[src/rtl/tdm_demux_pkg.sv]
// rtl/tdm_demux_pkg.sv - shared defaults, state encoding and clog2 helper for tdm_demux
//
// Contents:
//   DEF_CHANNELS / DEF_WIDTH : default slot count and word width
//   state_t                  : receiver state (ST_HUNT, ST_LOCKED)
//   clog2()                  : ceiling log2, usable in constant expressions
package tdm_demux_pkg;

  localparam int DEF_CHANNELS = 8;
  localparam int DEF_WIDTH    = 16;

  typedef enum logic {
    ST_HUNT   = 1'b0,
    ST_LOCKED = 1'b1
  } state_t;

  // Smallest r with 2**r >= value; returns 0 for value <= 1.
  function automatic int clog2(input int value);
    int r;
    r = 0;
    while ((1 << r) < value) begin
      r = r + 1;
    end
    return r;
  endfunction

endpackage

[src/rtl/sdmux_decoder.sv]
// rtl/sdmux_decoder.sv - slot index to one-hot write enable, built as a tree of 1:2 demux stages
//
// Ports:
//   sel    in  clog2(CHANNELS)  slot index to enable
//   en     in  1                accept strobe; all enables low when 0
//   onehot out CHANNELS         onehot[sel] = en, all other bits 0
//
// Level l of the tree splits every branch on sel bit (AW-1-l), so the root
// splits on the MSB and leaf index equals sel. Leaves beyond CHANNELS exist
// only when CHANNELS is not a power of two and are left unconnected.
module sdmux_decoder
  import tdm_demux_pkg::*;
#(
  parameter int CHANNELS = DEF_CHANNELS
) (
  input  logic [clog2(CHANNELS)-1:0] sel,
  input  logic                       en,
  output logic [CHANNELS-1:0]        onehot
);

  localparam int AW     = clog2(CHANNELS);
  localparam int LEAVES = 1 << AW;

  for (genvar l = 0; l < AW; l++) begin : g_lvl
    logic [(2 << l)-1:0] v;
    for (genvar n = 0; n < (1 << l); n++) begin : g_node
      logic parent;
      if (l == 0) begin : g_root
        assign parent = en;
      end else begin : g_inner
        assign parent = g_lvl[l-1].v[n];
      end
      assign v[2*n]   = parent & ~sel[AW-1-l];
      assign v[2*n+1] = parent &  sel[AW-1-l];
    end
  end

  assign onehot = g_lvl[AW-1].v[CHANNELS-1:0];

  if (LEAVES > CHANNELS) begin : g_pad
    logic unused_leaves;
    assign unused_leaves = ^g_lvl[AW-1].v[LEAVES-1:CHANNELS];
  end

endmodule

[src/rtl/tdm_demux.sv]
// rtl/tdm_demux.sv - TDM receive demultiplexer: steers serial words into registered per-channel slots
//
// Ports:
//   clk        in  1                 system clock, rising edge
//   rst_n      in  1                 asynchronous active-low reset
//   in_valid   in  1                 qualifies in_data / frame_sync
//   in_data    in  WIDTH             incoming word
//   frame_sync in  1                 word is slot 0 of a frame
//   out_data   out CHANNELS*WIDTH    slot k at [k*WIDTH +: WIDTH]
//   ch_valid   out CHANNELS          one-hot pulse, slot k updated this cycle
//   frame_done out 1                 pulse, last slot written this cycle
//   sync_err   out 1                 pulse, marker arrived at nonzero slot
//   locked     out 1                 receiver is frame-aligned
module tdm_demux
  import tdm_demux_pkg::*;
#(
  parameter int CHANNELS = DEF_CHANNELS,
  parameter int WIDTH    = DEF_WIDTH
) (
  input  logic                      clk,
  input  logic                      rst_n,
  input  logic                      in_valid,
  input  logic [WIDTH-1:0]          in_data,
  input  logic                      frame_sync,
  output logic [CHANNELS*WIDTH-1:0] out_data,
  output logic [CHANNELS-1:0]       ch_valid,
  output logic                      frame_done,
  output logic                      sync_err,
  output logic                      locked
);

  localparam int            CW   = clog2(CHANNELS);
  localparam logic [CW-1:0] LAST = CW'(CHANNELS - 1);

  state_t              state, next_state;
  logic [CW-1:0]       cnt, next_cnt;
  logic [CW-1:0]       wr_slot;
  logic                accept;
  logic                err;
  logic                done;
  logic [CHANNELS-1:0] we;

  always_ff @(posedge clk or negedge rst_n) begin
    if (!rst_n) begin
      state      <= ST_HUNT;
      cnt        <= '0;
      out_data   <= '0;
      ch_valid   <= '0;
      frame_done <= 1'b0;
      sync_err   <= 1'b0;
    end else begin
      state      <= next_state;
      cnt        <= next_cnt;
      ch_valid   <= we;
      frame_done <= done;
      sync_err   <= err;
      for (int k = 0; k < CHANNELS; k++) begin
        if (we[k]) begin
          out_data[k*WIDTH +: WIDTH] <= in_data;
        end
      end
    end
  end

  always_comb begin
    next_state = state;
    next_cnt   = cnt;
    wr_slot    = cnt;
    accept     = 1'b0;
    err        = 1'b0;
    if (in_valid) begin
      unique case (state)
        ST_HUNT: begin
          // Words before the first marker have no known slot; drop them.
          if (frame_sync) begin
            accept     = 1'b1;
            wr_slot    = '0;
            next_cnt   = CW'(1);
            next_state = ST_LOCKED;
          end
        end
        ST_LOCKED: begin
          if (frame_sync && (cnt != '0)) begin
            // Early marker: realign on it, the truncated frame never completes.
            err      = 1'b1;
            accept   = 1'b1;
            wr_slot  = '0;
            next_cnt = CW'(1);
          end else begin
            // A missing marker at slot 0 is tolerated; only early markers are errors.
            accept   = 1'b1;
            wr_slot  = cnt;
            next_cnt = (cnt == LAST) ? '0 : cnt + CW'(1);
          end
        end
        default: begin
          next_state = ST_HUNT;
        end
      endcase
    end
  end

  assign done   = accept && (wr_slot == LAST);
  assign locked = (state == ST_LOCKED);

  sdmux_decoder #(
    .CHANNELS (CHANNELS)
  ) u_decoder (
    .sel    (wr_slot),
    .en     (accept),
    .onehot (we)
  );

endmodule

[config.mk]
export PLATFORM = sky130hd
export DESIGN_NAME = tdm_demux
export DESIGN_NICKNAME = d
export VERILOG_FILES = /design/src/rtl/tdm_demux_pkg.sv /design/src/rtl/sdmux_decoder.sv /design/src/rtl/tdm_demux.sv
export SDC_FILE = /design/constraint.sdc
export NUM_CORES = 1
export LEC_CHECK = 0
export ABC_AREA = 0
export CELL_PAD_IN_SITES_DETAIL_PLACEMENT = 1
export CELL_PAD_IN_SITES_GLOBAL_PLACEMENT = 1
export CORE_MARGIN = 1
export CORE_UTILIZATION = 41
export DETAILED_ROUTE_END_ITERATION = 10
export GPL_TIMING_DRIVEN = 0
export PLACE_DENSITY = 0.91
export SYNTH_ARGS = -nofsm -noshare
export SYNTH_HDL_FRONTEND = slang
export SYNTH_SLANG_ARGS = --single-unit
[constraint.sdc]
create_clock -name clk -period 4.35 [get_ports clk]
set_input_delay 1.0875 -clock clk [delete_from_list [all_inputs] [get_ports clk]]
set_output_delay 1.0875 -clock clk [all_outputs]
set_load 0.05 [all_outputs]
### After elaboration in Yosys (flattened, before gate mapping)

Index checks and enable logic that the tools add are counted.

| cells by class | value |
|---|---|
| add/subtract/negate cells | 1 |
| eq/ne operators | 3 |
| mux-type cells | 15 |
| bitwise operators | 18 |
| reduce and logical (&&, ||, !) cells | 4 |

Operator list:

| operator | number |
|---|---|
| 3-bit two-way mux | 6 |
| 1-bit bitwise AND | 14 |
| 3-bit one-hot mux with 2 select lines | 2 |
| 3-bit equality test (second input constant) | 2 |
| 1-bit two-way mux | 6 |
| 1-bit inverter | 4 |
| 3-bit by 1-bit adder with 3-bit output (second input constant) | 1 |
| 3-bit nonzero test | 1 |
| 1-bit logical AND | 2 |
| 2-bit inequality test (second input constant) | 1 |
| 1-bit one-hot mux with 2 select lines | 1 |
| 2-bit AND reduction | 1 |

| storage, ports and cells | value |
|---|---|
| register bits after elaboration | 142 |
| input bits | 20 |
| output and inout bits | 139 |
| logic and storage cells | 54 |

### Logic depth before layout (Yosys ltp)

| depth | value |
|---|---|
| depth after elaboration | 9 |
| depth in mapped cells | 9 |

### Cells and area by module

From an unflattened synthesis, not the netlist that was laid out.

| second synthesis, totals | value |
|---|---|
| cell total of the unflattened synthesis | 318 |
| area total of the unflattened synthesis | 5796.8 um^2 |

Modules (own cells, without submodules):

| module | times used | cells each | area an instance (um^2) |
|---|---|---|---|
| tdm_demux | 1 | 310 | 5700.5 |
| sdmux_decoder | 1 | 8 | 96.3 |

### Least setup slack after synthesis

No wires, ideal clock.

| timing path | value |
|---|---|
| path type | in2reg |
| start point | input in_valid |
| end point | register out_data[32] |
| library setup time | 0.125 ns |
| arrival | 2.236 ns |
| data required time | 4.225 ns |
| setup slack | 1.989 ns |
| stages | 6 |
| buffers on the path | 2 |
| cell sequence | nand2_2 -> a2111oi_2 -> and2_1 -> buf_4 -> buf_8 -> mux2_2 |

| between the ends | value |
|---|---|
| cells in the longest elaborated chain, start to end | 5 |

Ends and longest elaborated chain:

| item | RTL line | text |
|---|---|---|
| from (decl) | tdm_demux.sv:22 | `input logic in_valid,` |
| 3-bit two-way mux | tdm_demux.sv:71 | `if (in_valid) begin` |
| 1-bit inverter | sdmux_decoder.sv:33 | `assign v[2*n] = parent & ~sel[AW-1-l];` |
| 1-bit bitwise AND | sdmux_decoder.sv:33 |  |
| 1-bit bitwise AND | sdmux_decoder.sv:34 | `assign v[2*n+1] = parent & sel[AW-1-l];` |
| 1-bit bitwise AND * | sdmux_decoder.sv:33 |  |
| net u_decoder.onehot[2] | sdmux_decoder.sv:18 | `output logic [CHANNELS-1:0] onehot` |
| to (signal, indexed assignment) | tdm_demux.sv:59 | `out_data[k*WIDTH +: WIDTH] <= in_data;` |
| to (decl) | tdm_demux.sv:25 | `output logic [CHANNELS*WIDTH-1:0] out_data,` |

Mark *: on every way through the listed nets, which the timed path passes. The rest lies on a longest branch.
A chain may end at the register's enable or synchronous reset.

### Worst setup path after layout

| timing path | value |
|---|---|
| start point | input frame_sync |
| end point | register out_data[108] |

| between the ends | value |
|---|---|
| cells in the longest elaborated chain, start to end | 7 |

Ends and longest elaborated chain:

| item | RTL line | text |
|---|---|---|
| from (decl) | tdm_demux.sv:24 | `input logic frame_sync,` |
| 1-bit logical AND | tdm_demux.sv:83 | `if (frame_sync && (cnt != '0)) begin` |
| 3-bit two-way mux | tdm_demux.sv:83 |  |
| 3-bit one-hot mux with 2 select lines | tdm_demux.sv:72 | `unique case (state)` |
| 3-bit two-way mux | tdm_demux.sv:71 |  |
| 1-bit bitwise AND (2 in series) | sdmux_decoder.sv:34 |  |
| 1-bit bitwise AND * | sdmux_decoder.sv:33 |  |
| net u_decoder.onehot[6] | sdmux_decoder.sv:18 |  |

Marked as above.

==> flow_summary_export.csv <==
group,metric,value,unit
outcome,status,"finished, final reports clean",
yosys,post_synth_inst_count,326,
yosys,synth_top_family_by_area,"multiplexers",
clock_network,cts_hold_buf,0,
routing,vias,3432,
floorplan,core_area,0.0128,mm^2
clock_network,cts_htree_levels,4,
timing,timing_hold_violations_final,0,
layout,areaGrowthSynthToFinish,43.6,%
timing,finalCritPeriodShare,0.694,
yosys,yosys_most_used_dff,"sky130_fd_sc_hd__dfrtp_1",
floorplan,die_area,0.0138,mm^2
timing,fin_tns_setup,0,ps
timing,fmaxAchievable,331,MHz
global_route,grt.total_usage,0.244,
critical_path,cp.arrival,3320,ps
global_route,grt_start_max_net_pins,94,
clock_network,clock-sinks,142,
clock_network,clkTransAtPathRegs,60,ps
critical_path,worst_ep_required_time,4650,ps
clock_network,cts_tree,"built",
floorplan,die_h,117,um
yosys,synth_seq_area_share,0.652,
yosys,post_synth_num_cell_types,33,
floorplan,die_w,117,um
clock_network,postCtsSetupRepairBufs,0,
yosys,synthesis.nets,349,
clock_network,worst_skew_pair.late_latency,420,ps
critical_path,crit_path_max_incr_delay,730,ps
routing,routed_wire_length_per_instance,22.7,um
timing,finalWorstPathRequiredPeriod,3020,ps
global_route,grt_first_pass_wirelength,24600,um
clock_network,postCtsResizedCells,0,
critical_path,path_delay_family,"simple AND/OR/NAND/NOR gates",
timing,timing.clock.skew,5.00,ps
floorplan,placement_rows,41,
yosys,synth.top_cells.by_area,"sky130_fd_sc_hd__dfrtp_1, sky130_fd_sc_hd__mux2_2, sky130_fd_sc_hd__mux2_4, sky130_fd_sc_hd__mux2_1, sky130_fd_sc_hd__ha_1",
yosys,yosysTopAreaCell,"sky130_fd_sc_hd__dfrtp_1",
place,routabilityCongestion,0.756,
clock_network,cts_root_buffer,"sky130_fd_sc_hd__clkbuf_16",
layout,design.final.nets,527,
yosys,post_synthesis_share_of_cell_area_spent_on_full_adders_half_adders_and_majority_gates,0.00689,
timing,worst_pin_slew,916,ps
flow_run,cap_violations,0,
yosys,synth_mux_area_frac,0.272,
yosys,synth_seq_cells,142,
timing,slew_viol_final,0,
yosys,syn_avg_cell_area,16.7,um^2
yosys,xor_xnor_portion_of_the_synthesized_cell_area,0,
routing,drt_pre_antenna_iters,4,
critical_path,crit_chain,"clkdlybuf4s50_1, nand3b_1, nor3_2, buf_4, mux2_2",
critical_path,worst_setup_path_start_kind,"primary input",
routing,vias_per_cell,4.99,
yosys,synth_area,0.00545,mm^2
hold_path,holdCritPathClass,"flop to flop",
place,dp_hpwl,10900,um
routing,drc_errors,0,
timing,setup_viol,0,
critical_path,worstPathBufferInverterCount,2,
critical_path,setup.worst_path.class,"primary input to flop",
place,port_buffers,158,
global_route,via_count_of_the_first_global_routing_pass,3958,
critical_path,crit_path_top_delay_cell,"sky130_fd_sc_hd__nor3_2",
yosys,synth_edf_count,0,
critical_path,crit_path_max_fanout,10,
layout,n_fill_cell,1183,
yosys,ys_async_sr_fraction,1.00,
routing,drt_iter0_drc,125,
global_route,globalRouteOverflowTotal,0,
layout,antenna_cells_inserted,0,
yosys,post_synth_and_or_nand_nor_area_fraction,0.0243,
critical_path,crit_path_end_kind,"flop",
yosys,yosys_warnings,0,
clock_network,ctsLongestPathBuffers,2,
timing,timing.slew.headroom,0.386,
floorplan,effective_utilization_at_floorplan,0.427,
layout,post_route_cells_drive_above_1_share,0.347,
routing,drt-total-wl,15600,um
timing,setup_repair_after_global_routing_missed_its_margin,"no",
floorplan,num_io_pins,159,
yosys,post-synth-top-area-fraction,0.652,
yosys,synth_compound_area_frac,0.0161,
clock_network,numCtsBuffers,17,
routing,ant_nets,0,
global_route,initial_antenna_violation_count,0,
==> path summary, 6_finish.rpt <==
kind | start | end | slack (ps) | depth (start not counted)
min reg2reg | out_data[38]$_DFFE_PN0P_ | out_data[38]$_DFFE_PN0P_ | 480 | 1
min in group asynchronous | rst_n | out_data[58]$_DFFE_PN0P_ | 610 | 1
max reg2reg | cnt[0]$_DFFE_PN0N_ | out_data[46]$_DFFE_PN0P_ | 1830 | 9
min | out_data[38]$_DFFE_PN0P_ | out_data[38]$_DFFE_PN0P_ | 480 | 1
max | frame_sync | out_data[108]$_DFFE_PN0P_ | 1330 | 5
max in group asynchronous | rst_n | out_data[15]$_DFFE_PN0P_ | 2920 | 2
==> per-stage QoR <==
stage          hold slack [ps]  cell area, um^2  std cells  worst slack, ps   util
2_1_floorplan              544             5450        326             1990      -
6_report                   481             7830        688             1330  0.613
3_5_place_dp               475             7280        657              906  0.570
3_3_place_gp               470             7250        656            -3110  0.567
4_1_cts                    488             7830        688             1340  0.613
5_1_grt                    506             7830        688             1270  0.613
==> worst reg2reg max path: stages, from the launching register on <==
cell and delay, ps:
sky130_fd_sc_hd__dfrtp_1 380, sky130_fd_sc_hd__clkbuf_8 170, sky130_fd_sc_hd__inv_1 160, sky130_fd_sc_hd__ha_1 240, sky130_fd_sc_hd__inv_1 80, sky130_fd_sc_hd__a2111oi_2 420
sky130_fd_sc_hd__and2_1 180, sky130_fd_sc_hd__buf_4 210, sky130_fd_sc_hd__buf_8 190, sky130_fd_sc_hd__mux2_2 360
==> cell usage after synthesis (3+ instances only) <==
library cell / count
sky130_fd_sc_hd__ha_1: 3
sky130_fd_sc_hd__nand2_1: 4
sky130_fd_sc_hd__buf_6: 3
sky130_fd_sc_hd__inv_1: 10
sky130_fd_sc_hd__o21ai_0: 3
sky130_fd_sc_hd__mux2_1: 5
sky130_fd_sc_hd__dfrtp_1: 142
sky130_fd_sc_hd__buf_2: 4
sky130_fd_sc_hd__mux2_4: 9
sky130_fd_sc_hd__mux2_2: 114
==> placed cells by master (no fill, tap or decap), drive strengths merged <==
cell / synthesis / layout
mux2: 128 / 128
a21o: 1 / 1
nand3: 1 / 1
a2111oi: 1 / 1
ha: 3 / 3
inv: 10 / 10
nand2: 6 / 6
nor2: 2 / 2
mux2i: 1 / 1
a22o: 2 / 2
or3: 3 / 3
and2b: 2 / 2
clkbuf: 1 / 21
bufinv: 0 / 1
clkinvlp: 0 / 4
a21oi: 2 / 2
clkinv: 0 / 6
nor3: 1 / 1
nor2b: 2 / 2
o21ai: 5 / 5
clkdlybuf4s50: 0 / 157
nand3b: 1 / 1
and2: 1 / 1
dfrtp: 142 / 142
buf: 11 / 13
==> logic make-up after synthesis <==
family                     Yosys count
buffers and inverters               22
AOI/OAI and AO/OA                   11
adders and majority gates            3
DFF                                142
and+or+nand+nor                     19
muxes                              129
==> registers in the layout, summed over array words and instances (netlist names) <==
register / count
ch_valid: 8
cnt: 3
frame_done: 1
locked: 1
out_data: 128
sync_err: 1
==> final cells by class <==
| type | instances | area [um^2] | share of cell area |
|---|---|---|---|
| Multi-Input combinational cell | 162 | 1740 | 0.223 |
| Timing Repair Buffer | 159 | 1610 | 0.206 |
| Clock inverter | 11 | 93.8 | 0.0120 |
| Clock buffer | 20 | 457 | 0.0583 |
| Tap cell | 172 | 215 | 0.0275 |
| Inverter | 10 | 37.5 | 0.00480 |
| Buffer | 12 | 118 | 0.0150 |
| Sequential cell | 142 | 3550 | 0.454 |
==> routing by layer <==
metal,up-vias,routed length [um],GRT usage
met5,-,0,0
met4,0,211,0.0763
met3,17,1140,0.0958
met2,134,8140,0.427
met1,1796,6130,0.270
li1,1485,-,-
Power is not shown: default switching activity piles up to over one toggle a cycle in this logic, so the estimate is an artifact.
